==> src/rtl/instr_decode_stage_if.sv <==
// instr_decode_stage_if: fetch-side and execute-side handshake bundle of the decode stage
interface instr_decode_stage_if #(
   parameter int DATA_W = 8,
   parameter int REG_AW = 2,
   parameter int IMM_W  = 6
);
   localparam int INSTR_W = 4 + 2 * REG_AW + IMM_W;
   logic               in_valid;
   logic               in_ready;
   logic [INSTR_W-1:0] in_instr;
   logic               out_valid;
   logic               out_ready;
   logic [3:0]         out_opcode;
   logic [REG_AW-1:0]  out_rd;
   logic [REG_AW-1:0]  out_rs;
   logic [DATA_W-1:0]  out_imm;
   logic [2:0]         out_alu_op;
   logic               out_use_imm;
   logic               out_reg_we;
   logic               out_mem_rd;
   logic               out_mem_wr;
   logic               out_set_flags;
   logic               out_branch;
   logic [1:0]         out_mov_sel;
   logic               out_illegal;
   modport master (
      output in_valid, in_instr, out_ready,
      input  in_ready, out_valid, out_opcode, out_rd, out_rs, out_imm, out_alu_op,
             out_use_imm, out_reg_we, out_mem_rd, out_mem_wr, out_set_flags,
             out_branch, out_mov_sel, out_illegal
   );
   modport slave (
      input  in_valid, in_instr, out_ready,
      output in_ready, out_valid, out_opcode, out_rd, out_rs, out_imm, out_alu_op,
             out_use_imm, out_reg_we, out_mem_rd, out_mem_wr, out_set_flags,
             out_branch, out_mov_sel, out_illegal
   );
endinterface

==> src/rtl/instr_decode_stage.sv <==
// instr_decode_stage: splits instruction words and decodes control, with a 2-entry skid buffer
module instr_decode_stage #(
   parameter int          DATA_W = 8,
   parameter int          REG_AW = 2,
   parameter int          IMM_W  = 6,
   parameter logic [15:0] OPC_EN = 16'hFFFF,
   parameter int          CNT_W  = 16
) (
   input  logic                 clk,
   input  logic                 rst_n,
   input  logic                 flush,
   instr_decode_stage_if.slave  bus,
   output logic [CNT_W-1:0]     decode_cnt
);
   localparam int INSTR_W = 4 + 2 * REG_AW + IMM_W;
   typedef struct packed {
      logic [3:0]        opcode;
      logic [REG_AW-1:0] rd;
      logic [REG_AW-1:0] rs;
      logic [DATA_W-1:0] imm;
      logic [2:0]        alu_op;
      logic              use_imm;
      logic              reg_we;
      logic              mem_rd;
      logic              mem_wr;
      logic              set_flags;
      logic              branch;
      logic [1:0]        mov_sel;
      logic              illegal;
   } bundle_t;
   bundle_t    dec, main_q, skid_q;
   logic       main_v, skid_v, acc, pop, legal;
   logic [3:0] op;
   assign op            = bus.in_instr[INSTR_W-1 -: 4];
   assign legal         = OPC_EN[op];
   assign acc           = bus.in_valid && !skid_v;
   assign pop           = main_v && bus.out_ready;
   assign bus.in_ready  = !skid_v;
   assign bus.out_valid = main_v;
   assign {bus.out_opcode, bus.out_rd, bus.out_rs, bus.out_imm, bus.out_alu_op,
           bus.out_use_imm, bus.out_reg_we, bus.out_mem_rd, bus.out_mem_wr,
           bus.out_set_flags, bus.out_branch, bus.out_mov_sel, bus.out_illegal} = main_q;
   // field split and opcode decode; a masked opcode keeps its fields but loses every enable
   always_comb begin
      dec           = '0;
      dec.opcode    = op;
      dec.rd        = bus.in_instr[INSTR_W-5 -: REG_AW];
      dec.rs        = bus.in_instr[IMM_W +: REG_AW];
      dec.imm       = DATA_W'($signed(bus.in_instr[IMM_W-1:0]));
      dec.illegal   = !legal;
      dec.alu_op    = !legal ? 3'd0 : op < 4'd4 ? op[3:1] : op < 4'd10 ? 3'(op - 4'd2) : op == 4'd12 ? 3'd1 : 3'd0;
      dec.reg_we    = legal && (op < 4'd11 || op > 4'd13);
      dec.use_imm   = legal && (op == 4'd1 || op == 4'd3 || op == 4'd10 || op == 4'd11 || op == 4'd13 || op == 4'd15);
      dec.mem_rd    = legal && op == 4'd10;
      dec.mem_wr    = legal && op == 4'd11;
      dec.set_flags = legal && op == 4'd12;
      dec.branch    = legal && op == 4'd13;
      dec.mov_sel   = !legal ? 2'd0 : op == 4'd14 ? 2'd1 : op == 4'd15 ? 2'd2 : 2'd0;
   end
   // output register refills from skid first (FIFO order); new words park in skid while stalled
   always_ff @(posedge clk or negedge rst_n) begin
      if (!rst_n) begin
         main_v     <= 1'b0;
         skid_v     <= 1'b0;
         main_q     <= '0;
         skid_q     <= '0;
         decode_cnt <= '0;
      end else begin
         if (pop) decode_cnt <= decode_cnt + CNT_W'(1);
         if (flush) begin
            main_v <= 1'b0;
            skid_v <= 1'b0;
         end else if (!main_v || bus.out_ready) begin
            main_v <= skid_v || acc;
            skid_v <= 1'b0;
            if (skid_v || acc) main_q <= skid_v ? skid_q : dec;
         end else if (acc) begin
            skid_v <= 1'b1;
            skid_q <= dec;
         end
      end
   end
endmodule

==> src/flat_wrapper.sv <==
// flat-port wrapper written by rule: the top's interface ports become plain ports
module instr_decode_stage_flat 
#(
   parameter int          DATA_W = 8,
   parameter int          REG_AW = 2,
   parameter int          IMM_W  = 6,
   parameter logic [15:0] OPC_EN = 16'hFFFF,
   parameter int          CNT_W  = 16
)
  (clk, rst_n, flush, decode_cnt, bus_in_valid, bus_in_instr, bus_out_ready, bus_in_ready, bus_out_valid, bus_out_opcode, bus_out_rd, bus_out_rs, bus_out_imm, bus_out_alu_op, bus_out_use_imm, bus_out_reg_we, bus_out_mem_rd, bus_out_mem_wr, bus_out_set_flags, bus_out_branch, bus_out_mov_sel, bus_out_illegal);
  instr_decode_stage_if #(.DATA_W(DATA_W), .REG_AW(REG_AW), .IMM_W(IMM_W)) bus_i ();
  input  logic clk;
  input  logic rst_n;
  input  logic flush;
  output logic [CNT_W-1:0] decode_cnt;
  input wire logic [$bits(bus_i.in_valid)-1:0] bus_in_valid;
  input wire logic [$bits(bus_i.in_instr)-1:0] bus_in_instr;
  input wire logic [$bits(bus_i.out_ready)-1:0] bus_out_ready;
  output wire logic [$bits(bus_i.in_ready)-1:0] bus_in_ready;
  output wire logic [$bits(bus_i.out_valid)-1:0] bus_out_valid;
  output wire logic [$bits(bus_i.out_opcode)-1:0] bus_out_opcode;
  output wire logic [$bits(bus_i.out_rd)-1:0] bus_out_rd;
  output wire logic [$bits(bus_i.out_rs)-1:0] bus_out_rs;
  output wire logic [$bits(bus_i.out_imm)-1:0] bus_out_imm;
  output wire logic [$bits(bus_i.out_alu_op)-1:0] bus_out_alu_op;
  output wire logic [$bits(bus_i.out_use_imm)-1:0] bus_out_use_imm;
  output wire logic [$bits(bus_i.out_reg_we)-1:0] bus_out_reg_we;
  output wire logic [$bits(bus_i.out_mem_rd)-1:0] bus_out_mem_rd;
  output wire logic [$bits(bus_i.out_mem_wr)-1:0] bus_out_mem_wr;
  output wire logic [$bits(bus_i.out_set_flags)-1:0] bus_out_set_flags;
  output wire logic [$bits(bus_i.out_branch)-1:0] bus_out_branch;
  output wire logic [$bits(bus_i.out_mov_sel)-1:0] bus_out_mov_sel;
  output wire logic [$bits(bus_i.out_illegal)-1:0] bus_out_illegal;
  assign bus_i.in_valid = bus_in_valid;
  assign bus_i.in_instr = bus_in_instr;
  assign bus_i.out_ready = bus_out_ready;
  assign bus_in_ready = bus_i.in_ready;
  assign bus_out_valid = bus_i.out_valid;
  assign bus_out_opcode = bus_i.out_opcode;
  assign bus_out_rd = bus_i.out_rd;
  assign bus_out_rs = bus_i.out_rs;
  assign bus_out_imm = bus_i.out_imm;
  assign bus_out_alu_op = bus_i.out_alu_op;
  assign bus_out_use_imm = bus_i.out_use_imm;
  assign bus_out_reg_we = bus_i.out_reg_we;
  assign bus_out_mem_rd = bus_i.out_mem_rd;
  assign bus_out_mem_wr = bus_i.out_mem_wr;
  assign bus_out_set_flags = bus_i.out_set_flags;
  assign bus_out_branch = bus_i.out_branch;
  assign bus_out_mov_sel = bus_i.out_mov_sel;
  assign bus_out_illegal = bus_i.out_illegal;
  instr_decode_stage #(.DATA_W(DATA_W), .REG_AW(REG_AW), .IMM_W(IMM_W), .OPC_EN(OPC_EN), .CNT_W(CNT_W)) u_core (.clk(clk), .rst_n(rst_n), .flush(flush), .bus(bus_i), .decode_cnt(decode_cnt));
endmodule
==> config.mk <==
export PLATFORM = sky130hd
export DESIGN_NAME = instr_decode_stage_flat
export DESIGN_NICKNAME = d
export VERILOG_FILES = /design/src/rtl/instr_decode_stage_if.sv /design/src/rtl/instr_decode_stage.sv /design/src/flat_wrapper.sv
export SDC_FILE = /design/constraint.sdc
export NUM_CORES = 1
export LEC_CHECK = 0
export BUFFER_PORTS_ARGS = -buffer_cell sky130_fd_sc_hd__buf_2
export CORE_ASPECT_RATIO = 1.5
export CORE_UTILIZATION = 45
export DETAILED_ROUTE_END_ITERATION = 6
export PLACE_DENSITY = 0.79
export SLEW_MARGIN = 20
export SYNTH_ARGS = -nofsm -noshare
export SYNTH_HDL_FRONTEND = slang
export SYNTH_SLANG_ARGS = --single-unit
==> constraint.sdc <==
create_clock -name clk -period 2 [get_ports clk]
set_input_delay 0.1 -clock clk [delete_from_list [all_inputs] [get_ports clk]]
set_output_delay 0.1 -clock clk [all_outputs]
set_load 0.005 [all_outputs]
# Word-level counts from Yosys, hierarchy flattened
# Memories as Yosys holds them, arrays and structs flattened.
# Cells that the tools add are included.
# totals
mem_bits_rw	0
n_memories	1
inputBits	19
regBits	72
latch_bits	0
rom_bits	16
# memory_table
name	words	width	read_ports	rd_clocked_by_memory_dff	wr	line	rtl
(no name shown)	16	1	1	0	0	instr_decode_stage.sv:35	assign legal = OPC_EN[op];
# classes
n_lt_le_gt_ge	5
n_div	0
bitwise_logic	2
n_shift	0
muxes	14
mul	0
reduce_logical	23
eq_ne	8
n_addsub	2
# op_table
op	n
28-bit 2-to-1 mux	1
4-bit equality test (second input constant)	6
16-bit by 1-bit adder with 16-bit output (second input constant)	1
3-bit 2-to-1 mux	3
1-bit logical AND	8
1-bit logical OR	8
4-bit < comparator (second input constant)	2
1-bit 2-to-1 mux	7
2-bit 2-to-1 mux	3
3-bit AND reduction	2
4-bit by 5-bit < comparator with 1-bit output (second input constant)	1
4-bit by 1-bit equality test with 1-bit output (second input constant)	1
4-bit by 2-bit equality test with 1-bit output (second input constant)	1
4-bit > comparator (second input constant)	1
4-bit by 3-bit < comparator with 1-bit output (second input constant)	1
1-bit zero test	3
3-bit nonzero test	1
3-bit by 2-bit subtractor with 3-bit output (second input constant)	1
1-bit inverter	2
2-bit nonzero test	1

# Depth between registers and ports, before layout
# Gate-level depths: netlist of run 1.
# logic_depth
depth_word	8
mapped_depth	7
ltp_nobuf	6

# Worst setup path before layout of run 1
# Ideal clock, no wire load.
# synth_timing
path_type	flip-flop to flip-flop
startpoint	register u_core.decode_cnt[0]
endpoint	register u_core.decode_cnt[6]
setup_slack_ns	0.741
path_stages_with_launch	6
period_less_slack_ns	1.259
arrival_ns	1.134
t_required_ns	1.875
setup_ns	0.125
path_cell_list	dfrtp_1 > ha_1 > nand3_1 > nor2_4 > and3_1 > xor2_1
# synth_via
elab_chain_cells	1
# synth_lines
element	line	rtl
start: declaration	instr_decode_stage.sv:13	output logic [CNT_W-1:0] decode_cnt
start signal: assignment	instr_decode_stage.sv:69	if (pop) decode_cnt <= decode_cnt + CNT_W'(1);
16-bit by 1-bit adder with 16-bit output	instr_decode_stage.sv:69	
# Every way passes these cells.
# A chain may end at the register's enable or synchronous reset.

# Worst setup path in the final report of run 1
# layout_timing
startpoint	register u_core.skid_v
endpoint	output port bus_in_ready
# layout_via
elab_chain_cells	1
# layout_lines
element	line	rtl
start: declaration	instr_decode_stage.sv:32	logic main_v, skid_v, acc, pop, legal;
start signal: assignment	instr_decode_stage.sv:64	skid_v <= 1'b0;
start signal: assignment	instr_decode_stage.sv:72	skid_v <= 1'b0;
start signal: assignment	instr_decode_stage.sv:75	skid_v <= 1'b0;
1-bit zero test	instr_decode_stage.sv:38	assign bus.in_ready = !skid_v;
end: declaration	flat_wrapper.sv:19	output wire logic [$bits(bus_i.in_ready)-1:0] bus_in_ready;
# Every way passes these cells.

==> key figures, run 1 <==
Pwr
  • Sw Pwr: a little under 1 mW
  • Sequential power share: 49.9%
  • P_int: 2.531 mW
  • Sw Ratio: between 20% and 30%
  • PD cells: 928.5 mW/mm^2
  • Logic pwr share: 16.6%
  • Clk network pwr share: 33.5%
  • Lkg Pwr: 1.806 nW
  • Maximum VDD drop: 0.3364 mV

GRT
  • Gr usage total: 19.35%
  • Total grt overflow: 0
  • Vias in the first global route: 2,367
  • Pin count of the biggest net entering global routing: 43
  • Initial antenna violation count: 0
  • Global-route wire length before repair: 10,980 um

Route
  • Wire per inst: 13.77 um
  • Drt total wl: about 6400 um
  • DRC: 0
  • DRT iter0 DRCs: 136
  • Post-DR vias/cell: 5.113
  • Antenna viol nets, final: 0
  • Total number of vias: between 2,000 and 2,500
  • First-pass detailed-route iteration total: 4

Logic synthesis
  • Top-area cell type share of the netlist area: 54.79%
  • Dominant cells by area after synthesis: dfrtp_1, nand2_1, mux2i_1, a21oi_1, nor2_1
  • Sequential area share after synthesis: 54.79%
  • Post-synth net total: around 340
  • Synthesized area per cell: 9.827 um^2
  • Post-synth EDFFs: 0
  • Most used DFF post-synth: dfrtp_1
  • Cell taking the most area after synthesis: dfrtp_1
  • YS warnings: 0
  • Yosys cell types: 41
  • Most frequent cells after synthesis: dfrtp_1, nand2_1, nor2_1
  • Post-synthesis instance total: roughly 320
  • Seq cells post-synth: 68
  • Top-count cell post-synth: dfrtp_1
  • Mapped cell area: between 0.003 and 0.004 mm^2
  • Async S/R FF share, synth: 100.0%

Setup path
  • CP max FO: 21
  • Crit-path cells: buf_4 -> clkinv_1 -> buf_2
  • Top Family by Delay on Critical Path: buffers and inverters
  • Critical Path RT: 1.90 ns
  • Slowest stage cell on the critical path: dfrtp_1
  • Buf/Inv on CP: 3
  • Flop-to-flop setup slack: 0.46 ns
  • Critical path startpoint category: flop
  • Max incr delay on CP: ~0.4 ns
  • Reg2Reg Capture Point: u_core.bus.out_imm[0]$_DFFE_PN0P_
  • Worst Reg-to-Reg Cells: 5
  • Critical path type: flop to primary output
  • Crit Reg-Reg Startpoint: u_core.bus.out_valid$_DFFE_PN0N_
  • Arrival time at the worst endpoint: 1.54 ns
  • CP Capture Type: primary output

Cells and area
  • Nets: 408
  • Fin cells: 468
  • FF/Latch Area: 0.001702 mm^2
  • Area grow syn2layout: 22.08%
  • Area of the multi-input gates: 0.001262 mm^2
  • Layout fillers: 584
  • Share of cells above drive strength 1: 23.47%
  • Ant. Diodes: 0

Floorplan
  • Die area: 0.007244 mm^2
  • Core region area: 0.006576 mm^2
  • Chip Width: ~70 um
  • Cell Rows: 36
  • Starting density of the core: a little under half
  • # IOs: 65
  • DIE HEIGHT: 103.7 um

Worst hold path
  • Worst Hold Path EP: u_core.bus.out_valid$_DFFE_PN0N_
  • WHS Path Cells: 3
  • Min-Delay Path Class: input pin to flop
  • Hold Crit Start: bus_in_valid

Timing
  • Finish-stage setup viols: 0
  • Peak Freq: roughly 600 MHz
  • Fin crit period: 1.642 ns
  • Slew Limit Fails: 0
  • Final period utilization: 82.12%
  • Fin. Hold Viols: 0
  • Worst slew margin: 57.00%
  • Final TNS setup: 0 ns
  • Setup Skew: between 0.007 and 0.008 ns
  • Worst-Margin Slew: 0.6450 ns
  • RSZ-0062 raised after global routing: false

Clocking
  • Clk Latency, worst-skew pair: 0.35 ns
  • CTS tree: yes
  • Setup bufs post-CTS: 0
  • H-tree depth: 3
  • CTS Sinks: 68
  • Maximum clock insertion buffer count: 2
  • CTS Buf Count: 9
  • Clk slew on worst S/H paths: 0.07 ns
  • Root buffer cell: clkbuf_8

Run status
  • Run status: completed

Placed design
  • DP Wirelength: 4346 um
  • Port bufs: 63
  • Placed Cells: 440
  • Placer Congestion: 0.7677

Run
  • Max-Cap Viols: 0
[final cells by class]
| cell class | count | share of cell area, % |
|---|---|---|
| clock inverter | 5 | 1.584 |
| sequential | 68 | 44.88 |
| clock buffer | 11 | 3.993 |
| inverter | 4 | 0.3960 |
| multi-input combinational | 223 | 33.30 |
| timing repair buffer | 81 | 13.33 |
| tap | 76 | 2.508 |
[worst max-delay path by stage]
stage | start | to | slack (ns) | cells after the start
detailed placement | u_core.bus.out_valid$_DFFE_PN0N_ | u_core.skid_q[1]$_DFFE_PN0P_ | 0.48 | 4
CTS | u_core.skid_v$_DFFE_PN0P_ | bus_in_ready | 0.35 | 3
global placement | u_core.bus.out_valid$_DFFE_PN0N_ | u_core.skid_q[1]$_DFFE_PN0P_ | 0.52 | 4
floorplan | u_core.decode_cnt[0]$_DFFE_PN0P_ | u_core.decode_cnt[6]$_DFFE_PN0P_ | 0.74 | 5
finish | u_core.skid_v$_DFFE_PN0P_ | bus_in_ready | 0.36 | 3
global route | u_core.skid_v$_DFFE_PN0P_ | bus_in_ready | 0.27 | 3
[logic make-up (layout without fill, tap and decap cells)]
group,after synthesis,after routing,share of synthesized area [%]
compound gates,52,52,9.709
xor+xnor,16,16,4.513
fa+ha+maj,2,2,0.8057
buf+inv,25,101,4.714
flops,68,68,54.79
mux,17,17,5.520
other cells,1,1,0.1208
simple gates,135,135,19.82
[sequential cells by signal, summed over array words and instances (netlist names)]
name	count
u_core.bus.out_valid	1
u_core.bus.out_imm	6
u_core.skid_v	1
u_core.bus.out_reg_we	1
u_core.bus.out_alu_op	3
u_core.bus.out_mem_rd	1
u_core.bus.out_mem_wr	1
u_core.bus.out_branch	1
u_core.bus.out_mov_sel	2
u_core.bus.out_use_imm	1
u_core.bus.out_rd	2
u_core.skid_q	25
u_core.bus.out_rs	2
u_core.decode_cnt	16
u_core.bus.out_set_flags	1
u_core.bus.out_opcode	4
[through the flow]
| step | power [mW] | worst slack [ns] | hold WS [ns] | utilization, % | area, um^2 |
|---|---|---|---|---|---|
| after floorplan | 2.085 | 0.7407 | -0.1956 | - | 3105 |
| after global placement | 2.324 | 0.5239 | 0.1450 | 52.61 | 3460 |
| after detailed placement | 2.352 | 0.4782 | 0.1588 | 52.61 | 3460 |
| after CTS | 3.555 | 0.3461 | 0.05754 | 57.65 | 3791 |
| after global routing | 3.720 | 0.2719 | 0.07011 | 57.65 | 3791 |
| final | 3.520 | 0.3576 | 0.06474 | 57.65 | 3791 |
[worst min-delay path, cell delays in order]
cell	delay, ns
buf_2	0.13
nor2_1	0.08
a21oi_1	0.07
[layout by cell type (no fill, tap or decap), types with 3 or more instances in the layout]
master / netlist / final
mux2i_1: 16 / 16
o21ai_1: 5 / 5
clkbuf_8: 0 / 11
dlygate4sd3_1: 0 / 12
o21a_1: 3 / 3
and3_1: 3 / 3
nand4_1: 4 / 4
nand2_1: 66 / 66
a21oi_1: 26 / 26
xor2_1: 3 / 3
nor3_1: 4 / 4
nor2_1: 31 / 31
nor3b_1: 3 / 3
inv_1: 3 / 3
buf_4: 6 / 4
dfrtp_1: 68 / 68
nand3_1: 9 / 9
nor2b_1: 3 / 3
xnor2_1: 13 / 13
buf_2: 12 / 63
o21ai_0: 9 / 9
[metal layers]
layer	GRT usage [%]	part of all wire [%]
met1	23.05	42
met2	32.14	52
met3	5.350	3.6
met4	8.857	2.0
met5	0	0
[timing repair]
| item | 4_1_cts | 5_1_grt |
|---|---|---|
| gates resized for setup | 0 | 0 |
| hold buffers | 12 | 0 |
| hold endpoints to repair | 37 | 0 |
[power groups by stage]
stage	clock network (mW)	registers, mW	logic, mW
floorplan	0	1.77	0.315
global placement	0	1.77	0.554
detailed placement	0	1.78	0.570
CTS	1.20	1.76	0.595
global route	1.26	1.79	0.665
finish	1.18	1.76	0.584
(Power assumes the default switching activity.)
==> run 2: changes to the inputs <==
Settings changed: ABC_AREA set to 1, PLACE_DENSITY 0.79 to 0.81.
Clock period 2 ns to 1.4 ns, I/O delays scaled along.
==> run 2 against run 1 <==
The flow now finishes with violations (DRC, setup timing). Sequential share of layout area fell by 3.3 points. First-iteration DRC count rose by 41%. Critical path depth is 5 higher. Register-to-register slack lost 0.48 ns. Final area increased by 8.0%. Synthesized area up 4.6%. Critical path type is now flop to flop. Largest power group unchanged. Highest routed layer unchanged.
==> key figures, run 2 <==
Logic synthesis
  • Synth Area in XOR/XNOR: 2.158%
  • Dominant cells by area after synthesis: dfrtp_1, nand2_1, o21ai_0, inv_1, o21ai_1
  • Synthesized area per cell: 8.304 um^2
  • YS warnings: 0
  • Multiplexer share of the synthesized area: 0%
  • Adder-Cell Fraction of Synth Area: 0.7707%
  • Post-synth net total: 412
  • Top-count cell post-synth: nand2_1
  • Post-synthesis instance total: 391
  • Cell taking the most area after synthesis: dfrtp_1
  • Post-synthesis compound-gate area fraction: between 10% and 20%
  • Mapped cell area: roughly 0.0032 mm^2
  • Seq cells post-synth: 68
  • Async S/R FF share, synth: 100.0%
  • Post-synth EDFFs: 0
  • Yosys cell types: 31
  • Synth Area in Simple Gates: between 20% and 30%
  • Most frequent cells after synthesis: nand2_1, dfrtp_1, o21ai_0
  • Most used DFF post-synth: dfrtp_1
  • Sequential area share after synthesis: around 52%
  • Top-area cell type share of the netlist area: around 52%
  • Largest family of logic cells by synthesized area: simple AND/OR/NAND/NOR gates

Cells and area
  • Nets: ~500
  • Max FFs per register: 25
  • Share of cells above drive strength 1: 25.93%
  • Commonest non-fill, non-tap cell in the layout: nand2_1
  • Area grow syn2layout: 26.13%
  • Most frequent cells in the layout: nand2_1, dfrtp_1, buf_2, o21ai_0, inv_1
  • Biggest register: u_core.skid_q
  • Ant. Diodes: 0

Pwr
  • Clk network pwr share: 32.7%
  • P_int: 3.846 mW
  • Sequential power share: a little under half
  • Lkg Pwr: 2.122 nW
  • Maximum VDD drop: 0.7869 mV
  • Sw Ratio: 28.68%
  • Sw Pwr: ~1.5 mW
  • Pwr Total: 5.393 mW
  • Logic pwr share: 19.9%
  • PD cells: 1317 mW/mm^2

Setup path
  • Critical path type: flop to flop
  • Worst Reg-to-Reg Cells: 8
  • Critical Path RT: around 1.6 ns
  • Arrival time at the worst endpoint: 1.65 ns
  • Crit-path cells: ha_2 -> nand2_2 -> nor2_4 -> nand3_4 -> nor2_4 -> nand2_1 -> nand2_1 -> nand2_1
  • CP Capture Type: flop
  • Buf/Inv on CP: 0
  • Critical path startpoint category: flop
  • Max incr delay on CP: 0.40 ns
  • Reg2Reg Capture Point: u_core.decode_cnt[12]$_DFFE_PN0P_
  • Most common cell on crit path: nand2_1
  • Top Family by Delay on Critical Path: simple AND/OR/NAND/NOR gates
  • Crit Reg-Reg Startpoint: u_core.decode_cnt[0]$_DFFE_PN0P_
  • CP max FO: 5
  • Flop-to-flop setup slack: -0.02 ns
  • Slowest stage cell on the critical path: dfrtp_1

Timing
  • Slew Limit Fails: 0
  • RSZ-0062 raised after global routing: true
  • Worst slew margin: 65.32%
  • Fin worst setup slack: -0.01870 ns
  • Fin crit period: 1.419 ns
  • Worst-Margin Slew: 0.5201 ns
  • Setup Skew: ~0.0056 ns
  • Fin. Hold Viols: 0
  • Final period utilization: 101.3%
  • Finish-stage setup viols: 2
  • Peak Freq: 704.9 MHz

Route
  • Wire per inst: 13.64 um
  • Top routing layer in use: met4
  • Antenna viol nets, final: 0
  • Metal-1 WL: roughly 3100 um
  • Post-DR vias/cell: 5.109
  • WL met3: roughly 270 um
  • Total number of vias: 2,861
  • DRT iter0 DRCs: 192
  • Drt total wl: 7639 um
  • DRC: 5
  • First-pass detailed-route iteration total: 6
  • Routed length on met2: 4260 um

Run
  • Max-Cap Viols: 0

Placed design
  • DP Wirelength: 5216 um
  • Port bufs: 63
  • Placer Congestion: 0.8891
  • Setup WS pre-CTS: 0.02804 ns

GRT
  • Pin count of the biggest net entering global routing: ~40
  • Initial antenna violation count: 0
  • Gr usage total: 21.60%
  • Vias in the first global route: roughly 2,800
  • Global-route wire length before repair: between 10,000 and 15,000 um
  • Total grt overflow: 0

Clocking
  • CTS Sinks: 68
  • Clk Latency, worst-skew pair: 0.34 ns
  • CTS Buf Count: 9
  • H-tree depth: 3
  • Maximum clock insertion buffer count: 2
  • Clk slew on worst S/H paths: 0.07 ns
  • Root buffer cell: clkbuf_8
  • CTS tree: yes

Floorplan
  • Cell Rows: 37
  • Die area: roughly 0.0076 mm^2
  • DIE HEIGHT: 106.0 um
  • Core region area: 0.006898 mm^2
  • Chip Width: between 70 and 80 um
  • # IOs: 65
  • Starting density of the core: 47.07%

Run status
  • Run status: finished, violations left
  • Failing checks: DRC, setup timing

Worst hold path
  • Hold Crit Start: bus_in_valid
  • Min-Delay Path Class: input pin to flop
  • Worst Hold Path EP: u_core.bus.out_valid$_DFFE_PN0N_
  • WHS Path Cells: 3
-- run 2: changes by cell type in the layout (fill, tap and decap cells not counted), moves of 16 or more --
cell | before | now
mux2i_1 | 16 | 0
a21oi_1 | 26 | 8
inv_1 | 3 | 34
o21ai_1 | 5 | 26
o21ai_0 | 9 | 39
nand2_1 | 66 | 118
-- run 2: cell type report --
type	instances	area, um^2
Clock buffer	11	141.4
Clock inverter	5	75.07
Fill cell	591	2803
Inverter	37	138.9
Multi-Input combinational cell	269	1325
Sequential cell	68	1704
Tap cell	78	97.59
Timing Repair Buffer	92	613.1
-- run 2: cells by family (layout without fill, tap and decap cells) --
group                      count (synthesis)  count (layout)
adders and majority gates                  2               2
buffers and inverters                     54             145
and+or+nand+nor                          177             177
DFF                                       68              68
xor gates and xnor gates                   8               8
other                                      1               1
AOI/OAI and AO/OA                         81              81
-- run 2: through the flow --
stage	TNS [ns]	utilization (%)	instance area (um^2)	hold WS, ns	instances
CTS	0	58.72	4050	0.03251	558
global route	-0.3278	59.37	4095	0.05372	560
global placement	0	53.80	3711	0.06385	530
finish	-0.02545	59.37	4095	0.04729	560
floorplan	0	-	3247	-0.2256	391
detailed placement	0	53.80	3711	0.07410	530
-- run 2: power by group through the flow --
stage / logic (mW) / clock network [mW] / registers [mW]
after floorplan: 0.525 / 0 / 2.56
after global placement: 0.950 / 0 / 2.56
after detailed placement: 0.979 / 0 / 2.58
after CTS: 1.02 / 1.81 / 2.54
after global routing: 1.22 / 1.87 / 2.60
final: 1.07 / 1.76 / 2.56
-- run 2: worst max-delay path by stage --
stage                                     startpoint                                 to  slack, ns  cells past startpoint
floorplan           u_core.decode_cnt[0]$_DFFE_PN0P_  u_core.decode_cnt[14]$_DFFE_PN0P_       0.11                      8
global placement    u_core.decode_cnt[0]$_DFFE_PN0P_  u_core.decode_cnt[14]$_DFFE_PN0P_       0.06                      8
global route        u_core.decode_cnt[0]$_DFFE_PN0P_  u_core.decode_cnt[14]$_DFFE_PN0P_      -0.11                      8
detailed placement  u_core.decode_cnt[0]$_DFFE_PN0P_  u_core.decode_cnt[14]$_DFFE_PN0P_       0.03                      8
CTS                 u_core.decode_cnt[0]$_DFFE_PN0P_  u_core.decode_cnt[14]$_DFFE_PN0P_       0.02                      8
finish              u_core.decode_cnt[0]$_DFFE_PN0P_  u_core.decode_cnt[12]$_DFFE_PN0P_      -0.02                      8
-- run 2: timing repair --
action,CTS,global route
hold endpoints to repair,30,0
pin swaps,0,4
hold buffers,12,0
gates resized for setup,1,10
setup endpoints to repair,1,23
buffers inserted,0,2
-- run 2: layer usage --
layer	vias to the layer above	global-route usage, %
met5	-	0
met4	0	8.429
met3	4	4.645
met2	67	39.59
met1	1370	23.84
li1	1420	-
-- run 2: tightest hold or removal path, stage by stage --
cell and delay, ns:
buf_2 0.14, o21ai_2 0.08, o21ai_0 0.07
==> run 3: changes to the inputs <==
Settings changed: ABC_AREA 1 to not set, CAP_MARGIN set to 25.
==> run 3 against run 2 <==
The run now ends clean. Final area shrank 5.5%. Clock-buffer cell count rose by 1. Hold slack improved by 0.0031 ns. Register-to-register slack improved by 0.09 ns. Global-route usage decreased by 2.1 points. Non-clock buffer count up 2. Wire length is 12% lower. Maximum frequency is 7.0% higher. Sequential power fell by 3%. Cell count fell by 14%. Clock power is 25% lower. Highest routed layer unchanged.
==> key figures, run 3 (same netlist as run 1, synthesis figures left out) <==
Run status
  • Run status: completed

Pwr
  • Sw Pwr: 1.367 mW
  • PD cells: 1225 mW/mm^2
  • P_int: 3.373 mW
  • Clk network pwr share: between 20 and 30%
  • Lkg Pwr: 1.849 nW
  • Sw Ratio: 28.85%
  • Sequential power share: 52.6%
  • Logic pwr share: 19.6%
  • Maximum VDD drop: 0.4664 mV

Clocking
  • CTS tree: yes
  • Clk slew on worst S/H paths: 0.07 ns
  • CTS Sinks: 68
  • Clk Latency, worst-skew pair: 0.34 ns
  • CTS Buf Count: 9
  • Maximum clock insertion buffer count: 2
  • Root buffer cell: clkbuf_8
  • H-tree depth: 3

Route
  • DRT iter0 DRCs: 153
  • DRC: 0
  • Drt total wl: 6685 um
  • Total number of vias: 2,504
  • First-pass detailed-route iteration total: 4
  • Post-DR vias/cell: ~5.2
  • Wire per inst: 13.93 um
  • Antenna viol nets, final: 0

Cells and area
  • Area grow syn2layout: 24.62%
  • Ant. Diodes: 0
  • Share of cells above drive strength 1: 25.99%
  • Commonest non-fill, non-tap cell in the layout: dfrtp_1
  • Biggest register: u_core.skid_q
  • Final core occ: approximately three fifths
  • Most frequent cells in the layout: dfrtp_1, nand2_1, buf_2, nor2_1, a21oi_1
  • Nets: about 420
  • Max FFs per register: 25
  • Layout fillers: 558

Timing
  • Setup Skew: 0.008251 ns
  • Final TNS setup: 0 ns
  • Slew Limit Fails: 0
  • Finish-stage setup viols: 0
  • Fin crit period: between 1 and 1.5 ns
  • Peak Freq: about 750 MHz
  • Fin. Hold Viols: 0
  • Final period utilization: 94.66%
  • Fin worst setup slack: roughly 0.075 ns
  • Hold slack: 0.05041 ns

Setup path
  • Worst Reg-to-Reg Cells: 4
  • Crit Reg-Reg Startpoint: u_core.skid_v$_DFFE_PN0P_
  • CP max FO: 7
  • CP Capture Type: flop
  • Critical Path RT: between 1.5 and 2 ns
  • Critical path type: flop to flop
  • Critical path startpoint category: flop
  • Reg2Reg Capture Point: u_core.skid_q[10]$_DFFE_PN0P_
  • Arrival time at the worst endpoint: 1.58 ns
  • Flop-to-flop setup slack: 0.07 ns

Floorplan
  • # IOs: 65
  • Cell Rows: 36
  • DIE HEIGHT: 103.7 um
  • Die area: 0.007244 mm^2
  • Starting density of the core: 47.22%
  • Core region area: 0.006576 mm^2
  • Chip Width: 69.83 um

GRT
  • Total grt overflow: 0
  • GRT met1 Usage: 24.00%
  • Gr usage total: 19.50%
  • GR peak layer: met2
  • Pin count of the biggest net entering global routing: 69
  • Global-route wire length before repair: around 11,000 um
  • Grt met3 use: 4.280%
  • Met2 usage: 31.39%
  • Initial antenna violation count: 0
  • Vias in the first global route: roughly 2,400

Worst hold path
  • Worst Hold Path EP: u_core.bus.out_valid$_DFFE_PN0N_
  • WHS Path Cells: 3
  • Hold Crit Start: bus_in_valid
  • Min-Delay Path Class: input pin to flop

Placed design
  • Placer Congestion: between 0.7 and 0.8
  • Port bufs: 63
  • Setup WS pre-CTS: ~0.05 ns
  • DP Wirelength: roughly 4400 um

Run
  • Max-Cap Viols: 0
run 3: how the worst max path moves through the flow:
stage                                                start                                    end  slack, ns  cells after the start
after CTS                 u_core.bus.out_valid$_DFFE_PN0N_          u_core.skid_q[10]$_DFFE_PN0P_       0.03                      4
final                            u_core.skid_v$_DFFE_PN0P_          u_core.skid_q[10]$_DFFE_PN0P_       0.07                      4
after detailed placement  u_core.bus.out_valid$_DFFE_PN0N_          u_core.skid_q[10]$_DFFE_PN0P_       0.05                      4
after global placement    u_core.bus.out_valid$_DFFE_PN0N_  u_core.bus.out_mov_sel[0]$_DFFE_PN0P_       0.12                      5
after global routing             u_core.skid_v$_DFFE_PN0P_           u_core.skid_q[9]$_DFFE_PN0P_      -0.02                      5
after floorplan           u_core.decode_cnt[0]$_DFFE_PN0P_       u_core.decode_cnt[6]$_DFFE_PN0P_       0.14                      5
run 3: repair_timing:
action / in CTS / in global routing
endpoints found under the hold margin: 79 / 0
endpoints found under the setup margin: 1 / 34
pin swaps: 0 / 2
buffers inserted: 0 / 3
hold buffers: 12 / 0
gates resized for setup: 1 / 4
run 3: layer usage:
layer | share of wire, % | vias up
li1 | - | 1227
met1 | 41 | 1198
met2 | 51 | 62
met3 | 3.9 | 17
met4 | 3.3 | 0
met5 | 0 | -
run 3: final cells by class:
cell class / instances / area, um^2 / share of cell area, %
Clock inverter: 3 / 15.01 / 0.3880
Tap cell: 76 / 95.09 / 2.457
Sequential cell: 68 / 1703 / 44.00
Clock buffer: 12 / 135.1 / 3.492
Timing Repair Buffer: 94 / 628.1 / 16.23
Multi-Input combinational cell: 223 / 1277 / 33.01
Inverter: 4 / 16.27 / 0.4203
run 3: through the flow:
stage,std cells,instance area [um^2],power [mW]
4_1_cts,477,3831,4.747
3_3_place_gp,450,3560,3.355
5_1_grt,480,3870,5.005
3_5_place_dp,450,3560,3.398
6_report,480,3870,4.740
2_1_floorplan,316,3105,2.978
run 3: critical path, cell delays in order (launching register included):
cell and delay [ns]:
dfrtp_2 0.45, nor2_1 0.23, nand3_4 0.16, buf_4 0.17
o31ai_1 0.22
run 3: power groups by stage:
stage / combinational, mW / sequential [mW] / clock, mW
CTS: 0.904 / 2.49 / 1.35
global placement: 0.844 / 2.51 / 0
finish: 0.929 / 2.49 / 1.32
global route: 1.05 / 2.53 / 1.42
floorplan: 0.450 / 2.53 / 0
detailed placement: 0.874 / 2.52 / 0
